==> config.mk <==
export PLATFORM = sky130hd
export DESIGN_NAME = conv_frame_sequencer
export DESIGN_NICKNAME = d
export VERILOG_FILES = /design/src/rtl/conv_frame_sequencer.sv
export SDC_FILE = /design/constraint.sdc
export NUM_CORES = 1
export LEC_CHECK = 0
export CAP_MARGIN = 20
export CORE_MARGIN = 3
export CORE_UTILIZATION = 55
export DETAILED_ROUTE_END_ITERATION = 6
export PLACE_DENSITY = 0.8
export SLEW_MARGIN = 20
export SYNTH_ARGS = -nofsm -noshare
export SYNTH_HDL_FRONTEND = slang
export SYNTH_SLANG_ARGS = --single-unit
==> constraint.sdc <==
create_clock -name clk -period 2.3 [get_ports clk]
set_clock_uncertainty 0.05 [all_clocks]
set_input_delay 0.46 -clock clk [delete_from_list [all_inputs] [get_ports clk]]
set_output_delay 0.46 -clock clk [all_outputs]
set_load 0.02 [all_outputs]
==> src/rtl/conv_frame_sequencer.sv <==
// Frame-level controller for a rate-1/2 convolutional encoder: seeds the encoder,
// serialises a byte stream MSB first, appends K-1 zero tail bits and counts returned symbols.
module conv_frame_sequencer #(
    parameter int unsigned K     = 3,
    parameter int unsigned LEN_W = 8
) (
    input  logic               clk,
    input  logic               rst_n,
    input  logic               start,
    input  logic               abort,
    input  logic [LEN_W-1:0]   frame_len,
    input  logic               in_valid,
    output logic               in_ready,
    input  logic [7:0]         in_byte,
    output logic               enc_seed_load,
    output logic               enc_in_valid,
    output logic               enc_in_bit,
    input  logic               enc_out_valid,
    output logic               busy,
    output logic               done,
    output logic [LEN_W+3:0]   sym_count
);

    localparam int unsigned SYM_W = LEN_W + 4;

    localparam logic [2:0] S_IDLE  = 3'd0;
    localparam logic [2:0] S_SEED  = 3'd1;
    localparam logic [2:0] S_LOAD  = 3'd2;
    localparam logic [2:0] S_SHIFT = 3'd3;
    localparam logic [2:0] S_TAIL  = 3'd4;
    localparam logic [2:0] S_DRAIN = 3'd5;
    localparam logic [2:0] S_DONE  = 3'd6;

    logic [2:0]       state_q, state_d;
    logic [LEN_W-1:0] len_q, len_d;
    logic [LEN_W-1:0] bytes_q, bytes_d;
    logic [7:0]       shreg_q, shreg_d;
    logic [2:0]       bit_q, bit_d;
    logic [SYM_W-1:0] cnt_q, cnt_d;
    logic [SYM_W-1:0] exp_c, cnt_inc_c;

    logic in_ready_q, in_ready_d;
    logic seed_q, seed_d;
    logic ev_q, ev_d;
    logic eb_q, eb_d;
    logic busy_q, busy_d;
    logic done_q, done_d;

    // Next-state, datapath and registered-output decode
    always_comb begin
        state_d = state_q;
        len_d   = len_q;
        bytes_d = bytes_q;
        shreg_d = shreg_q;
        bit_d   = bit_q;
        cnt_d   = cnt_q;

        exp_c     = SYM_W'({len_q, 3'b000}) + SYM_W'(K - 1);
        cnt_inc_c = cnt_q + SYM_W'(enc_out_valid);

        if (state_q != S_IDLE) begin
            cnt_d = cnt_inc_c;
        end

        case (state_q)
            S_IDLE: begin
                if (start && !abort) begin
                    state_d = S_SEED;
                    len_d   = frame_len;
                    bytes_d = frame_len;
                    cnt_d   = '0;
                    bit_d   = '0;
                end
            end
            S_SEED: begin
                bit_d   = '0;
                state_d = (len_q != '0) ? S_LOAD : S_TAIL;
            end
            S_LOAD: begin
                if (in_valid) begin
                    shreg_d = in_byte;
                    bit_d   = '0;
                    state_d = S_SHIFT;
                end
            end
            S_SHIFT: begin
                shreg_d = {shreg_q[6:0], 1'b0};
                bit_d   = bit_q + 3'd1;
                if (bit_q == 3'd7) begin
                    bytes_d = bytes_q - LEN_W'(1);
                    bit_d   = '0;
                    state_d = (bytes_q != LEN_W'(1)) ? S_LOAD : S_TAIL;
                end
            end
            S_TAIL: begin
                if (bit_q == 3'(K - 2)) begin
                    state_d = S_DRAIN;
                end else begin
                    bit_d = bit_q + 3'd1;
                end
            end
            // The symbol arriving this cycle counts toward completion
            S_DRAIN: begin
                if (cnt_inc_c == exp_c) begin
                    state_d = S_DONE;
                end
            end
            S_DONE: begin
                state_d = S_IDLE;
            end
            default: begin
                state_d = S_IDLE;
            end
        endcase

        if (abort && (state_q != S_IDLE)) begin
            state_d = S_IDLE;
        end

        in_ready_d = (state_d == S_LOAD);
        seed_d     = (state_d == S_SEED);
        ev_d       = (state_d == S_SHIFT) || (state_d == S_TAIL);
        eb_d       = (state_d == S_SHIFT) && shreg_d[7];
        busy_d     = (state_d != S_IDLE);
        done_d     = (state_d == S_DONE);
    end

    always_ff @(posedge clk or negedge rst_n) begin
        if (!rst_n) begin
            state_q    <= S_IDLE;
            len_q      <= '0;
            bytes_q    <= '0;
            shreg_q    <= '0;
            bit_q      <= '0;
            cnt_q      <= '0;
            in_ready_q <= 1'b0;
            seed_q     <= 1'b0;
            ev_q       <= 1'b0;
            eb_q       <= 1'b0;
            busy_q     <= 1'b0;
            done_q     <= 1'b0;
        end else begin
            state_q    <= state_d;
            len_q      <= len_d;
            bytes_q    <= bytes_d;
            shreg_q    <= shreg_d;
            bit_q      <= bit_d;
            cnt_q      <= cnt_d;
            in_ready_q <= in_ready_d;
            seed_q     <= seed_d;
            ev_q       <= ev_d;
            eb_q       <= eb_d;
            busy_q     <= busy_d;
            done_q     <= done_d;
        end
    end

    assign in_ready      = in_ready_q;
    assign enc_seed_load = seed_q;
    assign enc_in_valid  = ev_q;
    assign enc_in_bit    = eb_q;
    assign busy          = busy_q;
    assign done          = done_q;
    assign sym_count     = cnt_q;

endmodule

-- Yosys cells after proc, flatten, opt, wreduce, memory -nomap -nowiden
Index checks and enable logic that the tools add are counted.
- shift operators: 0
- multiplexer cells: 22
- $mul: 0
- equal/unequal tests: 18
- reduce and logical (&&, ||, !) cells: 16
- bitwise logic cells: 0
- divide/modulo/power cells: 0
- add/sub/neg operators: 4
- order comparisons: 0
- operators with widths (kind ; count):
    $mux W12 ; 3
    $mux W3 ; 12
    $pmux W8 S2 ; 2
    $mux W8 ; 3
    $pmux W3 S6 ; 1
    $eq A3 B3 Y1 const B ; 5
    $pmux W3 S5 ; 1
    $add A11 B2 Y12 const B ; 1
    $add A12 B1 Y12 ; 1
    $eq A12 B12 Y1 ; 1
    $eq A3 B2 Y1 const B ; 4
    $eq A3 B1 Y1 const B ; 3
    $ne A2 B2 Y1 const B ; 4
    $ne A8 B1 Y1 const B ; 1
    $reduce_bool A8 Y1 ; 1
    $sub A8 B1 Y8 const B ; 1
    $reduce_bool A3 Y1 ; 2
    $reduce_bool A5 Y1 ; 1
    $reduce_and A2 Y1 ; 2
    $reduce_and A4 Y1 ; 1
    $reduce_bool A2 Y1 ; 2
    $add A3 B1 Y3 const B ; 1
    $logic_and A1 B1 Y1 ; 3
    $logic_not A3 Y1 ; 1
    other kinds (3) ; 3
- register bits after elaboration: 48
- latch bits: 0
- bits of input ports: 22
- logic and storage cells: 73
- memories kept: 0
- ROM bits: 0
- output and inout port bits: 18
- bits in writable memories: 0

-- Depth between registers and ports, before layout
- word-level depth: 7
- depth in mapped cells: 8
- mapped depth without buffers: 8

-- Least setup slack after synthesis
Ideal clock, no wire load.
- path kind: register to register
- start point: register cnt_q[0] (netlist: sym_count[0])
- end point: register state_q[1]
- arrival time: 1.895 ns
- setup slack: 0.260 ns
- buffers on the path: 0
- library setup time: 0.095 ns
- cell stages (with the launch flop): 9
- cell sequence: dfrtp_1 > ha_1 > ha_1 > nand2_1 > or2_1 > nor3_1 > a211o_1 > nand4_1 > o31ai_1
- cells in the longest elaborated chain, start to end: 5
- RTL lines (what ; line ; RTL):
    start, declared ; 39 ; logic [SYM_W-1:0] cnt_q, cnt_d;
    start signal, assigned ; 148 ; cnt_q <= cnt_d;
    $add A12 B1 Y12 ; 59 ; cnt_inc_c = cnt_q + SYM_W'(enc_out_valid);
    $eq A12 B12 Y1 ; 104 ; if (cnt_inc_c == exp_c) begin
    $mux W3 ; 104 ;
    $pmux W3 S6 ; 65 ; case (state_q)
    $mux W3 ; 116 ; if (abort && (state_q != S_IDLE)) begin
    via state_d[1] ; 34 ; logic [2:0] state_q, state_d;
    end signal, assigned ; 143 ; state_q <= state_d;
    end, declared ; 34 ;
The timed path passes the listed nets, and every way through them passes these cells.
A chain may end at the register's enable or synchronous reset.

-- Worst setup path after layout
Ends and elaborated chain as after synthesis.

==> results_dict.tcl <==
set metrics [dict create \
    end_kind "flip-flop" \
    hold_viol_final 0 \
    root_buffer "clkbuf_8" \
    fin_area_sq_mm 0.003620 \
    design.core.area_sq_mm 0.004848 \
    finalSetupViolCount 0 \
    hp-class "input pin to asynchronous set/reset pin" \
    slew_viol_final 0 \
    r2r_end "state_q[1]$_DFF_PN0_" \
    worstPathArrival_ns 2.37 \
    antenna_found_initial 0 \
    grt_usage_pct 23.94 \
    r2r_cells 8 \
    synthTopCellsByCount "dfrtp_1 (48), nand2_1 (48), nor2_1 (36)" \
    gr-total-overflow 0 \
    netlist_instances 336 \
    status "finished, final reports clean" \
    ys_seq_elements 48 \
    final.min_clock_period_ns 2.223 \
    clk_latency_ns 0.31 \
    power.density_mw_per_mm2 1010 \
    worst-setup-path-type "flip-flop to flip-flop" \
    ios 40 \
    antennaDiodeCount 0 \
    ir_worst_vdd_mv 0.5458 \
    cts.reportedPaths.clkPinSlew_ns 0.09 \
    worst_pin_slew_ns 0.5730 \
    cts_buffers 5 \
    critPathLaunchType "flip-flop" \
    rr_startpoint "sym_count[0]$_DFF_PN0_" \
    h-tree-depth 2 \
    place_congestion 0.8903 \
    grt_pass1_wl_mm 11.72 \
    rows 25 \
    max_freq_ghz 0.4498 \
    worst-path-max-fanout 5 \
    crit_top_cell "ha_4" \
    crit_chain "ha_4 > ha_4 > buf_4 > xnor2_1 > nand4b_1 > nor4_2 > nand4_1 > o31ai_1" \
    synth_top_cell_area_share_pct 42.23 \
    ys.flop_type "dfrtp_1" \
    cp_slowest_cell "dfrtp_1" \
    reg2reg_setup_slack_ns 0.08 \
    netlist_top_cells_area "dfrtp_1 (42%), nand2_1 (6.3%), nor2_1 (4.8%), o21ai_0 (4.4%), xnor2_1 (4.3%)" \
    nets 418 \
    syn2layout_area_growth_pct 27.28 \
    final_util_pct 74.66 \
    clock_path_buffers 2 \
    slew_headroom_pct 61.80 \
    fin_total_pwr_mw 3.657 \
    cts_num_sinks 48 \
    ys_types 55 \
    fp.dieW_um 77.91 \
    grt_max_degree 29 \
    synth.yosys.warnings 0 \
    viasPerCell 5.849 \
    hold_buffers 0 \
    rsz0062_at_grt "false" \
    drc 0 \
    final_antenna_net_count 0 \
    slowest_delay_ns 0.45 \
    finalWirelength_mm 6.948 \
    firstDrtPassIters 5 \
    vias 2673 \
    initial_core_util_pct 58.66 \
    cp.required_ns 2.45 \
    synth_nets 365 \
    dp_hpwl_mm 4.952 \
    max-cap-violations 0 \
    placed_area_sq_mm 0.003397 \
    cts_tree "done" \
    synth_area_leader_cell "dfrtp_1" \
    fin_tns_setup_ns 0 \
    die_h_um 77.91 \
    period_share_pct 96.66 \
    synth-seq-area-share_pct 42.23 \
    avgRoutedWirePerCell_um 15.20 \
    grt_pass1_vias 2595 \
    syn_area_sq_mm 0.002844 \
    die_area_sq_mm 0.006070 \
    p_leak_nw 1.554 \
    avgSynthCellArea_sq_um 8.464 \
    io_buffer_count 39 \
    async_flop_share_pct 100.0 \
    first_iter_violations 278 \
    final_layout_size_suffix_gt1_share_pct 14.87 \
    synth_edf_count 0 \
]
-- worst max-delay path by stage --
stage                           startpoint                    to  slack [ns]  cells past startpoint
floorplan           sym_count[0]$_DFF_PN0_  state_q[1]$_DFF_PN0_        0.26                      8
global placement             enc_out_valid  state_q[1]$_DFF_PN0_       -0.25                      9
detailed placement           enc_out_valid  state_q[1]$_DFF_PN0_       -0.42                      9
CTS                          enc_out_valid  state_q[1]$_DFF_PN0_       0.002                      9
global route        sym_count[0]$_DFF_PN0_  state_q[1]$_DFF_PN0_       0.009                      8
finish              sym_count[0]$_DFF_PN0_  state_q[1]$_DFF_PN0_        0.08                      8
-- report_power, final --
part           leakage, nW  internal [mW]  switching [mW]
clock               0.0645          0.384           0.285
sequential           0.628           1.09           0.275
combinational        0.861          0.735           0.886
total                 1.55           2.21            1.45
-- sequential cells by signal, summed over array words and instances (netlist names) --
signal	cells
sym_count	12
bytes_q	8
len_q	8
shreg_q	8
bit_q	3
state_q	3
busy	1
done	1
enc_in_bit	1
enc_in_valid	1
enc_seed_load	1
in_ready	1
-- final cells by class --
cell class,count,area [sq um]
Clock buffer,7,96.34
Multi-Input combinational cell,257,1577
Fill cell,373,1229
Inverter,11,41.29
Sequential cell,48,1201
Clock inverter,1,30.03
Tap cell,67,83.83
Timing Repair Buffer,66,590.6
-- through the flow --
step,hold slack [ns],setup WS (ns),instances
finish,0.09155,0.07686,457
global route,0.1285,0.009495,457
CTS,0.1014,0.001941,455
detailed placement,0.4389,-0.4158,447
global placement,0.4382,-0.2542,447
floorplan,0.1144,0.2597,336
-- cell families (layout without fill, tap and decap cells) --
| group | Yosys count | count (layout) | share of synthesized area (%) |
|---|---|---|---|
| AOI/OAI and AO/OA | 99 | 99 | 21.65 |
| xor gates and xnor gates | 16 | 16 | 4.928 |
| adders and majority gates | 7 | 7 | 3.079 |
| buffers and inverters | 31 | 85 | 5.103 |
| DFF | 48 | 48 | 42.23 |
| muxes | 2 | 2 | 0.9237 |
| and+or+nand+nor | 133 | 133 | 22.09 |
-- layout by cell type, fill, tap and decap left out, types with 3 or more instances in the layout --
cell type and n:
a22oi_1 6, o31ai_1 5, inv_1 9, clkbuf_8 7, nor2_1 35, a21oi_1 22, o21ai_0 25, nand2_1 47
xnor2_1 13, o41ai_1 3, o22ai_1 11, nor4_1 3, clkdlybuf4s50_1 37, or3_1 3, o21ai_1 9, nor2b_1 3
buf_4 27, ha_1 5, nand3_1 5, o21a_1 4, nand4_1 4, dfrtp_1 48, nor3_1 6
-- layer usage --
| layer | GRT usage [%] | up-vias | routed length, um |
|---|---|---|---|
| met5 | 0 | - | 0 |
| met4 | 9.091 | 0 | 132 |
| met3 | 3.132 | 11 | 378 |
| met2 | 37.84 | 91 | 3225 |
| met1 | 33.56 | 1258 | 3211 |
| li1 | - | 1313 | - |
-- what timing repair did --
item,4_1_cts,5_1_grt
resized for setup,4,12
endpoints found under the setup margin,3,3
pin swaps,2,11
buffers inserted,0,2
-- worst max-delay path, delay by kind of cell, from the launching register on --
kind            cells  cell delay, ns
simple gates        3            0.66
flops               1            0.45
fa+ha+maj           2            0.40
compound gates      1            0.28
xor+xnor            1            0.15
buf+inv             1            0.14
(Power assumes the default switching activity.)
